[src/rtl/arb4_pkg.sv]
// Shared types and constants for the 4-way round-robin arbiter.
package arb4_pkg;

    // Width of the granted-index field {B,A}
    localparam int unsigned SelWidth = 2;

    // Decoder outputs while no grant is live
    localparam logic [3:0] YnIdle = 4'b1111;
    localparam logic       GnIdle = 1'b1;

    typedef enum logic [1:0] {
        StIdle,
        StGrant,
        StGap
    } arb_state_e;

    // First set request bit scanning ptr, ptr+1, ... (mod 4)
    function automatic logic [SelWidth-1:0] rr_pick(input logic [3:0]          req,
                                                    input logic [SelWidth-1:0] ptr);
        logic [SelWidth-1:0] idx;
        logic [SelWidth-1:0] pick;
        logic                found;
        pick  = ptr;
        found = 1'b0;
        for (int i = 0; i < 4; i++) begin
            idx = ptr + SelWidth'(i);
            if (!found && req[idx]) begin
                pick  = idx;
                found = 1'b1;
            end
        end
        return pick;
    endfunction

endpackage

[src/rtl/dec2to4_n.sv]
// Active-low 2-to-4 decoder with active-low enable, as seen by the downstream resource.
module dec2to4_n
    import arb4_pkg::*;
(
    input  logic                g_n,
    input  logic [SelWidth-1:0] sel,
    output logic [3:0]          y_n
);

    // Pull the selected line low only while the enable is asserted
    always_comb begin
        y_n = YnIdle;
        if (!g_n) begin
            y_n[sel] = 1'b0;
        end
    end

endmodule

[src/rtl/arb4_rr_ctrl.sv]
// Round-robin arbiter for 4 requesters driving an active-low select decoder.
// Optional build macro ARB_LOCK_EN adds a LOCK input that suppresses the hold limit.
module arb4_rr_ctrl
    import arb4_pkg::*;
#(
    parameter int unsigned HOLD_MAX   = 15,
    parameter int unsigned GAP_CYCLES = 1
) (
    input  logic                clk,
    input  logic                rst,
    input  logic [3:0]          req,
    input  logic [3:0]          done,
`ifdef ARB_LOCK_EN
    input  logic                lock,
`endif
    output logic                g_n,
    output logic [SelWidth-1:0] sel,
    output logic [3:0]          y_n,
    output logic                busy,
    output logic                timeout
);

    localparam int unsigned CntW = $clog2(HOLD_MAX + 1);
    localparam int unsigned GapW = (GAP_CYCLES > 1) ? $clog2(GAP_CYCLES) : 1;
    localparam logic [CntW-1:0] CntLast = CntW'(HOLD_MAX - 1);
    localparam logic [GapW-1:0] GapLast = GapW'(GAP_CYCLES - 1);

    arb_state_e          state_q, state_d;
    logic [SelWidth-1:0] ptr_q, ptr_d;
    logic [SelWidth-1:0] sel_q, sel_d;
    logic [CntW-1:0]     cnt_q, cnt_d;
    logic [GapW-1:0]     gap_q, gap_d;
    logic                g_n_q, g_n_d;
    logic                busy_q, busy_d;
    logic                timeout_q, timeout_d;

    logic lock_on;
    logic hold_hit;
    logic rel_owner;
    logic rel_go;

`ifdef ARB_LOCK_EN
    assign lock_on = lock;
`else
    assign lock_on = 1'b0;
`endif

    // Only the current owner's DONE/REQ bits can end its grant
    assign hold_hit  = (cnt_q == CntLast);
    assign rel_owner = done[sel_q] | ~req[sel_q];
    assign rel_go    = (state_q == StGrant) && (rel_owner || (hold_hit && !lock_on));

    // State register
    always_ff @(posedge clk or posedge rst) begin
        if (rst) begin
            state_q <= StIdle;
        end else begin
            state_q <= state_d;
        end
    end

    // Next-state and datapath next values
    always_comb begin
        state_d = state_q;
        ptr_d   = ptr_q;
        sel_d   = sel_q;
        cnt_d   = cnt_q;
        gap_d   = gap_q;
        unique case (state_q)
            StIdle: begin
                if (req != 4'b0000) begin
                    sel_d   = rr_pick(req, ptr_q);
                    cnt_d   = '0;
                    state_d = StGrant;
                end
            end
            StGrant: begin
                if (rel_go) begin
                    ptr_d   = sel_q + SelWidth'(1);
                    gap_d   = '0;
                    state_d = (GAP_CYCLES > 0) ? StGap : StIdle;
                end else if (!hold_hit) begin
                    // Saturates at the limit while locked
                    cnt_d = cnt_q + CntW'(1);
                end
            end
            StGap: begin
                if (gap_q == GapLast) begin
                    state_d = StIdle;
                end else begin
                    gap_d = gap_q + GapW'(1);
                end
            end
            default: state_d = StIdle;
        endcase
    end

    // Registered-output next values derived from the next state
    always_comb begin
        g_n_d     = (state_d != StGrant);
        busy_d    = (state_d != StIdle);
        // Timeout only when the hold limit is the sole release cause
        timeout_d = rel_go && hold_hit && !lock_on && !rel_owner;
    end

    // Datapath and output registers
    always_ff @(posedge clk or posedge rst) begin
        if (rst) begin
            ptr_q     <= '0;
            sel_q     <= '0;
            cnt_q     <= '0;
            gap_q     <= '0;
            g_n_q     <= GnIdle;
            busy_q    <= 1'b0;
            timeout_q <= 1'b0;
        end else begin
            ptr_q     <= ptr_d;
            sel_q     <= sel_d;
            cnt_q     <= cnt_d;
            gap_q     <= gap_d;
            g_n_q     <= g_n_d;
            busy_q    <= busy_d;
            timeout_q <= timeout_d;
        end
    end

    assign g_n     = g_n_q;
    assign sel     = sel_q;
    assign busy    = busy_q;
    assign timeout = timeout_q;

    dec2to4_n u_dec (
        .g_n (g_n_q),
        .sel (sel_q),
        .y_n (y_n)
    );

endmodule
[config.mk]
export PLATFORM = sky130hd
export DESIGN_NAME = arb4_rr_ctrl
export DESIGN_NICKNAME = d
export VERILOG_FILES = /design/src/rtl/arb4_pkg.sv /design/src/rtl/dec2to4_n.sv /design/src/rtl/arb4_rr_ctrl.sv
export SDC_FILE = /design/constraint.sdc
export NUM_CORES = 1
export LEC_CHECK = 0
export BUFFER_PORTS_ARGS = -buffer_cell sky130_fd_sc_hd__buf_2
export CAP_MARGIN = 0
export CORE_MARGIN = 4
export CORE_UTILIZATION = 25
export CTS_CLUSTER_DIAMETER = 50
export DETAILED_ROUTE_END_ITERATION = 8
export SYNTH_ARGS = -nofsm -noshare
export SYNTH_HDL_FRONTEND = slang
export SYNTH_HIERARCHICAL = 1
export SYNTH_SLANG_ARGS = --single-unit
[constraint.sdc]
create_clock -name clk -period 5 [get_ports clk]
set_input_delay 0.75 -clock clk [delete_from_list [all_inputs] [get_ports clk]]
set_output_delay 0.75 -clock clk [all_outputs]
set_load 0.01 [all_outputs]
Yosys cells after proc, flatten, opt, wreduce, memory -nomap -nowiden --
Index checks and enable logic that the tools add are counted.
Storage, ports and cells: register bits after elaboration 14
Operators by class: add/sub/neg operators 6, order comparisons 6, eq/ne operators 8, muxes and demuxes 38, bitwise gates (word level) 3, reductions and logical operators 21
Operator list (count):
- $mux W1 | 18
- $mux W4 | 4
- $lt A2 B3 Y1 const B | 5
- $bmux W1 S2 | 6
- $mux W2 | 6
- $ne A2 B2 Y1 const B | 4
- $pmux W4 S2 | 1
- $logic_and A1 B1 Y1 | 7
- $pmux W2 S3 | 1
- $reduce_and A2 Y1 | 3
- $reduce_bool A2 Y1 | 3
- $add A2 B1 Y2 const B | 2
- $add A2 B2 Y2 const B | 2
- $add A4 B1 Y4 const B | 1
- $eq A4 B4 Y1 const B | 1
- $logic_not A1 Y1 | 4
- $not A4 Y4 | 1
- $reduce_and A4 Y1 | 1
- $reduce_bool A4 Y1 | 1
- $demux W1 S2 | 1
- $eq A2 B1 Y1 const B | 1
- $eq A2 B2 Y1 const B | 1
- $ge A2 B1 Y1 const B | 1
- $logic_not A2 Y1 | 1
- other kinds (6) | 6

Longest topological paths before layout --
depth after elaboration 18, depth in mapped cells 6

Modules after synthesis --
The synthesis kept the hierarchy.
Modules (own cells, without submodules):
- arb4_rr_ctrl | times used 1, cells an instance 70, area an instance 700.7 µm², seq. area each 326.6 µm²
- dec2to4_n | times used 1, cells an instance 4, area an instance 31.3 µm², seq. area each 0.0 µm²

Least setup slack after synthesis --
No wires, ideal clock.
path type input port to flip-flop, from input req[3], to register cnt_q[2], setup time 0.124 ns, arrival 1.819 ns, slack 3.057 ns, stages 4, path buffers 0, path through nor2b_1 -> mux4_2 -> and4b_1 -> a211o_1
Between the ends: longest elaborated chain between the ends 8, elaborated cells between the ends (all ways) 10, those cells by class 2 x eq/ne; 2 x mux; 2 x bitwise; 4 x reduce/logical
Ends and longest elaborated chain:
- start, declared | RTL line arb4_rr_ctrl.sv:11 | input logic [3:0] req,
- $bmux W1 S2 | RTL line arb4_rr_ctrl.sv:50 | assign rel_owner = done[sel_q] | ~req[sel_q];
- $mux W1 (not written as such) | RTL line arb4_rr_ctrl.sv:50
- $not A1 Y1 | RTL line arb4_rr_ctrl.sv:50
- $or A1 B1 Y1 | RTL line arb4_rr_ctrl.sv:50
- $logic_or A1 B1 Y1 | RTL line arb4_rr_ctrl.sv:51 | assign rel_go = (state_q == StGrant) && (rel_owner || (hold_hit && !lock_on));
- $logic_and A1 B1 Y1 | RTL line arb4_rr_ctrl.sv:51
- $ne A2 B2 Y1 (no source line)
- $reduce_and A4 Y1 (no source line) (*)
- end signal, assigned | RTL line arb4_rr_ctrl.sv:119 | cnt_q <= cnt_d;
- end, declared | RTL line arb4_rr_ctrl.sv:31 | logic [CntW-1:0] cnt_q, cnt_d;
Every way passes the cells marked *; elsewhere a longest branch is shown, timed or not. The select of a mux whose other input is x is not followed. A chain may end at the register's enable or synchronous reset.

Final worst setup path --
from register sel_q[0] (netlist: sel[0]), to output y_n[0]
Between the ends: longest elaborated chain between the ends 6, elaborated cells between the ends (all ways) 7, those cells by class 2 x order compare; 3 x mux; 1 x bitwise; 1 x reduce/logical
Ends and longest elaborated chain:
- start, declared | RTL line arb4_rr_ctrl.sv:30 | logic [SelWidth-1:0] sel_q, sel_d;
- start signal, assigned | RTL line arb4_rr_ctrl.sv:118 | sel_q <= sel_d;
- $lt A2 B3 Y1 (not written as such) or $ge A2 B1 Y1 (tied branches) | RTL line dec2to4_n.sv:14 | y_n[sel] = 1'b0;
- $logic_and A1 B1 Y1 (not written as such) | RTL line dec2to4_n.sv:14
- $mux W1 (not written as such) | RTL line dec2to4_n.sv:14
- $demux W1 S2 (*)
- $not A4 Y4 (no source line) (*)
- $mux W4 (*) | RTL line dec2to4_n.sv:13 | if (!g_n) begin
- end, declared | RTL line arb4_rr_ctrl.sv:18 | output logic [3:0] y_n,
Every way passes the cells marked *; elsewhere a longest branch is shown, timed or not.

==> qor.yml <==
status: "finished clean"
setup_viol: 0
cts_buffers: 3
layout-drive-gt1-share_pct: 26.0
syn_nets: 86
yosysWarnings: 6
via_count: 612
yosysMostFrequentCell: "dfrtp_1"
synth_top_area_share_pct: 41.0
cts-root-buf: "clkbuf_4"
crit_arrival_ns: 1.32
antenna_found_initial: 0
timing.rr.end: "ptr_q[0]"
synth_seq_cells: 13
worstSkewPairLatency_ns: 0.27
cts_max_level: 1
post_synth.cell_area_avg_um2: 9.89
num_rows: 19
drc: 0
final_cell_area_um2: 887
tritoncts: "yes"
synth-async-reset-ratio_pct: 100
critPathRequiredTime_ns: 4.25
hold_end: "busy"
postCtsHoldBufs: 0
synthTopCellsByArea: "dfrtp_1, nor2b_1, mux2i_1, nand2_1, dfstp_2"
initial_core_util_pct: 26.3
cts.repair.resized: 0
first_pass_iters: 5
place.gp.congestion: 0.787
critPathKind: "reg2out"
synthDistinctLibCells: 28
setup.worst_path.end_class: "output pin"
postRouteAntennaNets: 0
crit_path_max_fanout: 9
ys_seq_area_share_pct: 44.6
diodes: 0
hpwl_um: 1230
die_y_um: 62.1
min_period_ns: 2.07
clkTransAtPathRegs_ns: 0.08
die_w_um: 62.1
crit_path_start_kind: "flip-flop"
num-fill-cells: 286
slew_headroom_pct: 68.1
timing.fmax_mhz: 484
wl_per_cell_um: 11.8
max_slew.worst_pin.slew_ns: 0.477
nNetsFinal: 109
critPathLaunch: "sel[0]"
hold_depth: 1
finalMaxSlewViolations: 0
synth_common_cells: "dfrtp_1, nand2_1, nor2b_1"
grt_pass1_wl_um: 2540
powerDensity_nw_per_um2: 516
grt_max_degree: 14
ys.flop_type: "dfrtp_1"
fin_crit_sh_pct: 41.3
post_cts_buffers: 0
yosys.area.top_type: "dfrtp_1"
maxCapViolCount: 0
num_io_pins: 19
first_iter_violations: 2
routed_wirelength_um: 1500
reg2reg_depth: 3
synth_edf_count: 0
avgViaCountPerCell: 4.82
min_from: "state_q[1]"
clockBufferDepth: 2
netlist_instances: 74
peakVddDrop_v: 0.000289
setup_tns_ns: 0
grt_use_total_pct: 8.13
power_leakage_uw: 0.000435
rsz0062_at_grt: "no"
cts_sinks: 13
reg2reg_from: "sel[1]"
syn_area_um2: 732
hold_viol_final: 0
clock_skew_ns: 0.00364
io_buffers: 18
grt_pass1_vias: 623
dpl_cell_area_um2: 861
grt_remaining_overflow: 0
power_uw: 458
syn_to_final_growth_pct: 21.2
reg2reg_slack_ns: 3.31
holdCritPathClass: "reg2reg"
fp.coreArea_um2: 2780
dieArea_um2: 3860
## worst max-delay path by stage
stage / to / cells after the start / slack, ns
4_1_cts: y_n[0] / 2 / 2.92
5_1_grt: y_n[0] / 2 / 2.86
3_3_place_gp: cnt_q[2] / 5 / 2.87
6_report: y_n[0] / 2 / 2.93
3_5_place_dp: cnt_q[2] / 5 / 2.87
2_1_floorplan: cnt_q[2] / 4 / 3.06
## final cells by class
type | instances | area (µm²) | share of cell area [%]
timing repair buffer | 18 | 90.1 | 10.2
inverter | 5 | 18.8 | 2.12
sequential | 13 | 327 | 36.8
tap | 31 | 38.8 | 4.37
clock buffer | 4 | 26.3 | 2.96
multi-input combinational | 56 | 387 | 43.6
## cell families after synthesis
group / synth area share [%]
buffers and inverters: 2.56
xor gates and xnor gates: 1.20
AOI/OAI and AO/OA: 12.3
adders and majority gates: 3.42
DFF: 44.6
muxes: 8.55
and+or+nand+nor: 27.4
## registers in the layout, indices dropped and copies added (netlist names)
name     cells
busy         1
cnt_q        4
g_n          1
ptr_q        2
sel          2
state_q      2
timeout      1
## metal layers
layer	wire length, µm	vias up	track usage, %	share of wire [%]
met5	0	-	0	0
met4	31	0	5.96	2.1
met3	61	4	1.98	4.1
met2	744	15	13.1	50
met1	657	289	9.23	44
li1	-	304	-	-
## worst max-delay path, cell delays in order, from the launching register on
cell and delay [ns]:
dfrtp_1 0.49, or3_1 0.41, buf_2 0.15
## where the power goes
part | total (µW) | switching, µW | internal [µW]
sequential | 202 | 53.0 | 149
combinational | 193 | 101 | 91.3
clock | 63.1 | 32.3 | 30.8
total | 458 | 187 | 272
## metrics by stage
step | std cells | util [%] | setup slack (ns) | hold slack [ns]
final | 127 | 31.9 | 2.93 | 0.474
after global routing | 127 | 31.9 | 2.86 | 0.502
after CTS | 127 | 31.9 | 2.92 | 0.478
after detailed placement | 123 | 30.9 | 2.87 | 0.467
after global placement | 123 | 30.9 | 2.87 | 0.464
after floorplan | 74 | - | 3.06 | 0.438
## placed cells by master, fill, tap and decap left out, drive strengths merged
cell    instances
dfstp           1
xnor2           1
and3b           1
or4             1
nand2           8
nor2b           7
clkbuf          4
or3b            2
a211o           2
nor2            5
o32ai           1
or3             1
a21oi           5
and2            1
mux4            1
and4b           1
and3            1
inv             5
dfrtp          12
nand3b          1
mux2i           4
ha              2
o221ai          1
buf            18
nand2b          3
nand3           2
o21ai           3
a21boi          1
nor4b           1
Power figures use the tool's default switching activity.
